## src/rtl/splat_weight.sv

```systemverilog
// splat_weight: per-pixel Gaussian splat weight.
// Stage 1 forms the quadratic-form terms a*dx^2, 2*b*dx*dy and c*dy^2.
// Stage 2 sums them into d^2, clamps negatives and flags the cutoff.
// Stage 3 waits for the registered LUT read.
// Stage 4 scales the LUT value by opacity.
// A single global enable stalls the whole pipeline under backpressure.
module splat_weight #(
    parameter int DATA_W = 12,
    parameter int COEF_W = 16
) (
    input  logic              clk,
    input  logic              reset,
    input  logic              s_valid,
    output logic              s_ready,
    input  logic [DATA_W-1:0] dx,
    input  logic [DATA_W-1:0] dy,
    input  logic [COEF_W-1:0] conic_a,
    input  logic [COEF_W-1:0] conic_b,
    input  logic [COEF_W-1:0] conic_c,
    input  logic [7:0]        opacity,
    input  logic [15:0]       tag,
    output logic [10:0]       lut_addr,
    input  logic [15:0]       lut_data,
    output logic              m_valid,
    input  logic              m_ready,
    output logic [15:0]       weight,
    output logic [15:0]       m_tag
);

    // Wide enough that the three-term sum (< 3 * 2^38) cannot overflow.
    localparam int PW = 42;
    // d^2 of 8.0 in u4.18; at or beyond this the Gaussian is treated as zero.
    localparam logic [PW-1:0] CUTOFF_D2 = PW'(2097152);

    // Convert the signed s.22 sum to u4.18 d^2, clamp negatives to 0,
    // and return {cutoff, lut address}.
    function automatic logic [11:0] quant_d2(input logic signed [PW-1:0] s);
        logic signed [PW-1:0] sh;
        logic [PW-1:0]        d2;
        sh = s >>> 4;
        d2 = s[PW-1] ? '0 : $unsigned(sh);
        return {(d2 >= CUTOFF_D2), 11'(d2 >> 10)};
    endfunction

    // Scale the u0.16 LUT value by u0.8 opacity, keeping 16 bits.
    function automatic logic [15:0] scale_weight(input logic [15:0] lut,
                                                 input logic [7:0]  op,
                                                 input logic        cut);
        logic [23:0] prod;
        prod = {8'd0, lut} * {16'd0, op};
        return cut ? 16'd0 : 16'(prod >> 8);
    endfunction

    logic en;
    assign en      = !m_valid || m_ready;
    assign s_ready = en;

    logic signed [PW-1:0] a_x, b_x, c_x, dx_x, dy_x;
    assign a_x  = {{(PW-COEF_W){1'b0}}, conic_a};
    assign c_x  = {{(PW-COEF_W){1'b0}}, conic_c};
    assign b_x  = {{(PW-COEF_W){conic_b[COEF_W-1]}}, conic_b};
    assign dx_x = {{(PW-DATA_W){dx[DATA_W-1]}}, dx};
    assign dy_x = {{(PW-DATA_W){dy[DATA_W-1]}}, dy};

    logic                 vld_p1, vld_p2, vld_p3;
    logic signed [PW-1:0] pa_p1, pb_p1, pc_p1;
    logic [7:0]           op_p1, op_p2, op_p3;
    logic [15:0]          tag_p1, tag_p2, tag_p3;
    logic                 cutoff_p2, cutoff_p3;
    logic [10:0]          addr_p2, addr_p3;

    logic signed [PW-1:0] sum_p2;
    logic [11:0]          quant_p2;
    assign sum_p2   = pa_p1 + pb_p1 + pc_p1;
    assign quant_p2 = quant_d2(sum_p2);

    // While stalled, keep addressing the S3 sample so lut_data stays aligned with it.
    assign lut_addr = en ? addr_p2 : addr_p3;

    // Control path: valid bits, addresses and output fields, cleared on reset.
    always_ff @(posedge clk or posedge reset) begin
        if (reset) begin
            vld_p1  <= 1'b0;
            vld_p2  <= 1'b0;
            vld_p3  <= 1'b0;
            m_valid <= 1'b0;
            addr_p2 <= '0;
            addr_p3 <= '0;
            weight  <= '0;
            m_tag   <= '0;
        end else if (en) begin
            vld_p1  <= s_valid;
            vld_p2  <= vld_p1;
            addr_p2 <= quant_p2[10:0];
            vld_p3  <= vld_p2;
            addr_p3 <= addr_p2;
            m_valid <= vld_p3;
            weight  <= scale_weight(lut_data, op_p3, cutoff_p3);
            m_tag   <= tag_p3;
        end
    end

    // Datapath registers: loaded on enable, no reset needed.
    always_ff @(posedge clk) begin
        if (en) begin
            // stage 1: quadratic-form terms, 22 fractional bits each
            pa_p1     <= a_x * dx_x * dx_x;
            pb_p1     <= (b_x * dx_x * dy_x) <<< 1;
            pc_p1     <= c_x * dy_x * dy_x;
            op_p1     <= opacity;
            tag_p1    <= tag;
            // stage 2: d^2 cutoff flag
            cutoff_p2 <= quant_p2[11];
            op_p2     <= op_p1;
            tag_p2    <= tag_p1;
            // stage 3: aligned with the LUT read
            cutoff_p3 <= cutoff_p2;
            op_p3     <= op_p2;
            tag_p3    <= tag_p2;
        end
    end

endmodule

```

## config.mk

```make
export PLATFORM = sky130hd
export DESIGN_NAME = splat_weight
export DESIGN_NICKNAME = d
export VERILOG_FILES = /design/src/rtl/splat_weight.sv
export SDC_FILE = /design/constraint.sdc
export NUM_CORES = 2
export LEC_CHECK = 0
export ABC_AREA = 0
export BUFFER_PORTS_ARGS = -buffer_cell sky130_fd_sc_hd__buf_4
export CAP_MARGIN = 0
export CORE_MARGIN = 2
export CORE_UTILIZATION = 50
export CTS_BUF_LIST = sky130_fd_sc_hd__clkbuf_16
export DETAILED_ROUTE_END_ITERATION = 8
export PLACE_DENSITY_LB_ADDON = 0.12
export SYNTH_ARGS = -nofsm -noshare
export SYNTH_HDL_FRONTEND = slang
export SYNTH_SLANG_ARGS = --single-unit
export TNS_END_PERCENT = 5
```

## constraint.sdc

```tcl
create_clock -name clk -period 7.8 [get_ports clk]
set_clock_uncertainty 0.15 [all_clocks]
set_input_delay 0 -clock clk [delete_from_list [all_inputs] [get_ports clk]]
set_output_delay 0 -clock clk [all_outputs]
set_load 0.03 [all_outputs]
```

==> flow_metrics.py <==
metrics = {
    "drt": {
        "dr.pass1.iters": 6,
        "wl_mm": 177,
        "viasPerCell": 5.16,
        "drt_iter0_drc": 3222,
        "wire_per_inst_um": 17.3,
        "vias": 52932,
        "route.detailed.drc": 0,
        "antenna_left": 0,
    },
    "min_path": {
        "holdCritPathClass": "in -> reg",
    },
    "timing": {
        "rsz0062_at_grt": "yes",
        "slew_headroom_pct": 25.3,
        "fmax_mhz": 105,
        "fin_crit_sh_pct": 122,
        "finalMaxSlewViolations": 0,
        "fin_crit_ns": 9.51,
        "worst_slack_ns": -1.71,
        "hold_violations": 0,
        "setup_violations": 80,
        "worst_slew_pin_slew_ns": 1.11,
        "tns_ns": -83.72,
    },
    "worst_setup_path": {
        "arrival_ns": 9.73,
        "worstSetupStartpointType": "input pin",
        "cpPeakStageDelay_ns": 0.55,
        "crit_top_cell": "fa_1",
        "timing_worst_setup_path_type": "in -> reg",
        "critPathSlowestCell": "fa_1",
        "cp.required_ns": 8.02,
        "crit_fanout": 8,
        "end_kind": "register",
    },
    "global_routing": {
        "track_usage_pct": 26.0,
        "antenna_found_initial": 3,
        "grt_max_degree": 116,
        "grt_pass1_vias": 55967,
        "grt_overflow": 0,
        "grt_pass1_wl_mm": 294,
    },
    "clock_network": {
        "path_clk_slew_ns": 0.07,
        "cts_sinks": 254,
        "cts_root_buffer": "clkbuf_16",
        "clock_latency_ns": 0.64,
        "h-tree-depth": 1,
        "cts_buffers": 31,
        "cts_tree": "yes",
        "clk_path_buf_depth": 3,
    },
    "floorplan": {
        "die_h_um": 377,
        "die-area_um2": 142000,
        "die_w_um": 377,
        "start_util_pct": 50.4,
        "io_pins": 161,
        "rows": 136,
        "core-area_um2": 138000,
    },
    "cells_and_area": {
        "area_growth_pct": 19.5,
        "fin_nets": 10614,
        "diodes": 0,
        "mostFrequentLayoutCells": "inv_1, fa_1, nand2_1",
        "final_common_cell": "inv_1",
        "post_route_cells_drive_above_1_share_pct": 18.2,
        "nFillCells": 11958,
    },
    "synth": {
        "dominantRegCellSynth": "edfxtp_1",
        "synth_enable_flop_cells": 196,
        "synth_area_um2": 69400,
        "synth-seq-cells": 254,
        "syn-num-nets": 9753,
        "avgSynthCellArea_um2": 9.16,
        "ys.warnings.count": 0,
        "seq_area_frac_synth_pct": 10.6,
        "syn_inst": 7580,
        "synthArstFlopShare_pct": 22.8,
        "synthDistinctLibCells": 84,
    },
    "flow_run": {
        "maxCapViolCount": 0,
    },
    "placement": {
        "gp_congestion": 0.894,
        "dp_hpwl_mm": 147,
        "placement.io_buffers": 160,
    },
    "outcome": {
        "status": "finished with violations",
        "violations": "negative setup slack",
    },
}
## cells in the mapped netlist, types with 8 or more instances
master	count	share of area (%)
o32ai_1	11	0.14
a21o_1	97	1.0
o211ai_1	10	0.11
nand3_1	55	0.40
inv_1	1724	9.3
or4_1	8	0.087
nand2b_1	97	0.87
nor2b_1	29	0.26
dfrtp_1	58	2.1
nand4_1	21	0.19
o31ai_1	22	0.24
a211oi_1	21	0.23
ha_1	560	10
o21ai_1	8	0.058
buf_2	14	0.10
a22o_1	13	0.16
nor3_1	63	0.45
and3_1	27	0.24
o31a_1	8	0.10
o311ai_0	13	0.16
and2_1	546	4.9
edfxtp_1	196	8.5
a311oi_1	10	0.13
xnor2_1	158	2.0
buf_1	15	0.081
o21a_1	29	0.31
nand2_1	1183	6.4
o21ai_0	90	0.65
and4_1	10	0.13
fa_1	1497	43
o21bai_1	19	0.21
nand3b_1	14	0.15
a31oi_1	26	0.23
nor4_1	9	0.081
nor2_1	230	1.2
xor2_1	54	0.68
clkbuf_1	345	1.9
a211o_1	11	0.14
a21oi_1	166	1.2
## final cells by class
cell class | count | area [µm²] | area share, %
Tap cell | 1794 | 2240 | 2.71
Clock inverter | 27 | 370 | 0.447
Inverter | 1727 | 6490 | 7.83
Clock buffer | 31 | 776 | 0.936
Timing Repair Buffer | 1204 | 9750 | 11.8
Sequential cell | 254 | 7340 | 8.85
Multi-Input combinational cell | 5223 | 55900 | 67.5
## kinds of logic (layout without fill, tap and decap cells)
kind of cell | count (synthesis) | in the layout | synth area share [%]
muxes | 8 | 8 | 0.119
DFF | 254 | 254 | 10.6
adders and majority gates | 2057 | 2057 | 53.3
buffers and inverters | 2103 | 2989 | 11.4
xor gates and xnor gates | 212 | 212 | 2.68
and+or+nand+nor | 2313 | 2313 | 15.7
AOI/OAI and AO/OA | 633 | 633 | 6.27
## final timing paths
| check | cells past startpoint | endpoint | from | slack [ns] |
|---|---|---|---|---|
| setup / recovery | 42 | pb_p1[40]$_DFFE_PN_ | dx[6] | -1.71 |
| hold / removal | 3 | pa_p1[0]$_DFFE_PN_ | conic_a[0] | 0.07 |
| setup reg to reg | 17 | weight[15]$_DFFE_PP0N_ | op_p3[2]$_DFFE_PN_ | 2.12 |
| hold reg to reg | 0 | op_p3[4]$_DFFE_PN_ | op_p2[4]$_DFFE_PN_ | 0.27 |
| max in group asynchronous | 5 | addr_p2[0]$_DFFE_PP0N_ | reset | 6.36 |
| min in group asynchronous | 4 | m_tag[8]$_DFFE_PP0N_ | reset | 0.27 |
## sequential cells by signal, indices dropped and copies added (netlist names), 16 cells and up
register and flops:
m_tag 16, tag_p2 16, pa_p1 41, tag_p3 16
pc_p1 41, weight 16, tag_p1 16, pb_p1 40
## per-layer routing
metal  routed length (µm)  GRT usage, %
met3                10600          3.61
met1                78900          36.8
met5                   12             0
met2                83600          42.6
met4                 4320          5.58
## repair_timing
action                                  CTS  global route
endpoints found under the hold margin   129             0
gates cloned                              2             1
hold buffers                             57             0
gates resized for setup                 279           122
endpoints found under the setup margin   86            87
pin swaps                               165           117
buffers inserted                         45             8
## metrics by stage
| step | hold slack [ns] | instances | util [%] | worst slack, ns | cell area (µm²) |
|---|---|---|---|---|---|
| finish | 0.0705 | 10260 | 60.2 | -1.71 | 82900 |
| global route | 0.0514 | 10260 | 60.2 | -2.04 | 82900 |
| CTS | 0.0245 | 10251 | 59.7 | -1.72 | 82300 |
| detailed placement | -0.212 | 10091 | 57.3 | -2.97 | 78900 |
| global placement | -0.218 | 10091 | 57.3 | -2.90 | 78900 |
| floorplan | -0.0511 | 7580 | - | -2.03 | 70000 |
## worst max-delay path: cells and delay by family
family / cells / cell delay (ns)
xor gates and xnor gates: 2 / 0.25
and+or+nand+nor: 8 / 1.38
AOI/OAI and AO/OA: 9 / 1.69
adders and majority gates: 12 / 5.42
buffers and inverters: 11 / 0.96
Power is left out: the tool's default activity adds up to more than one toggle a clock period on the data nets, which glitch-free logic cannot reach.
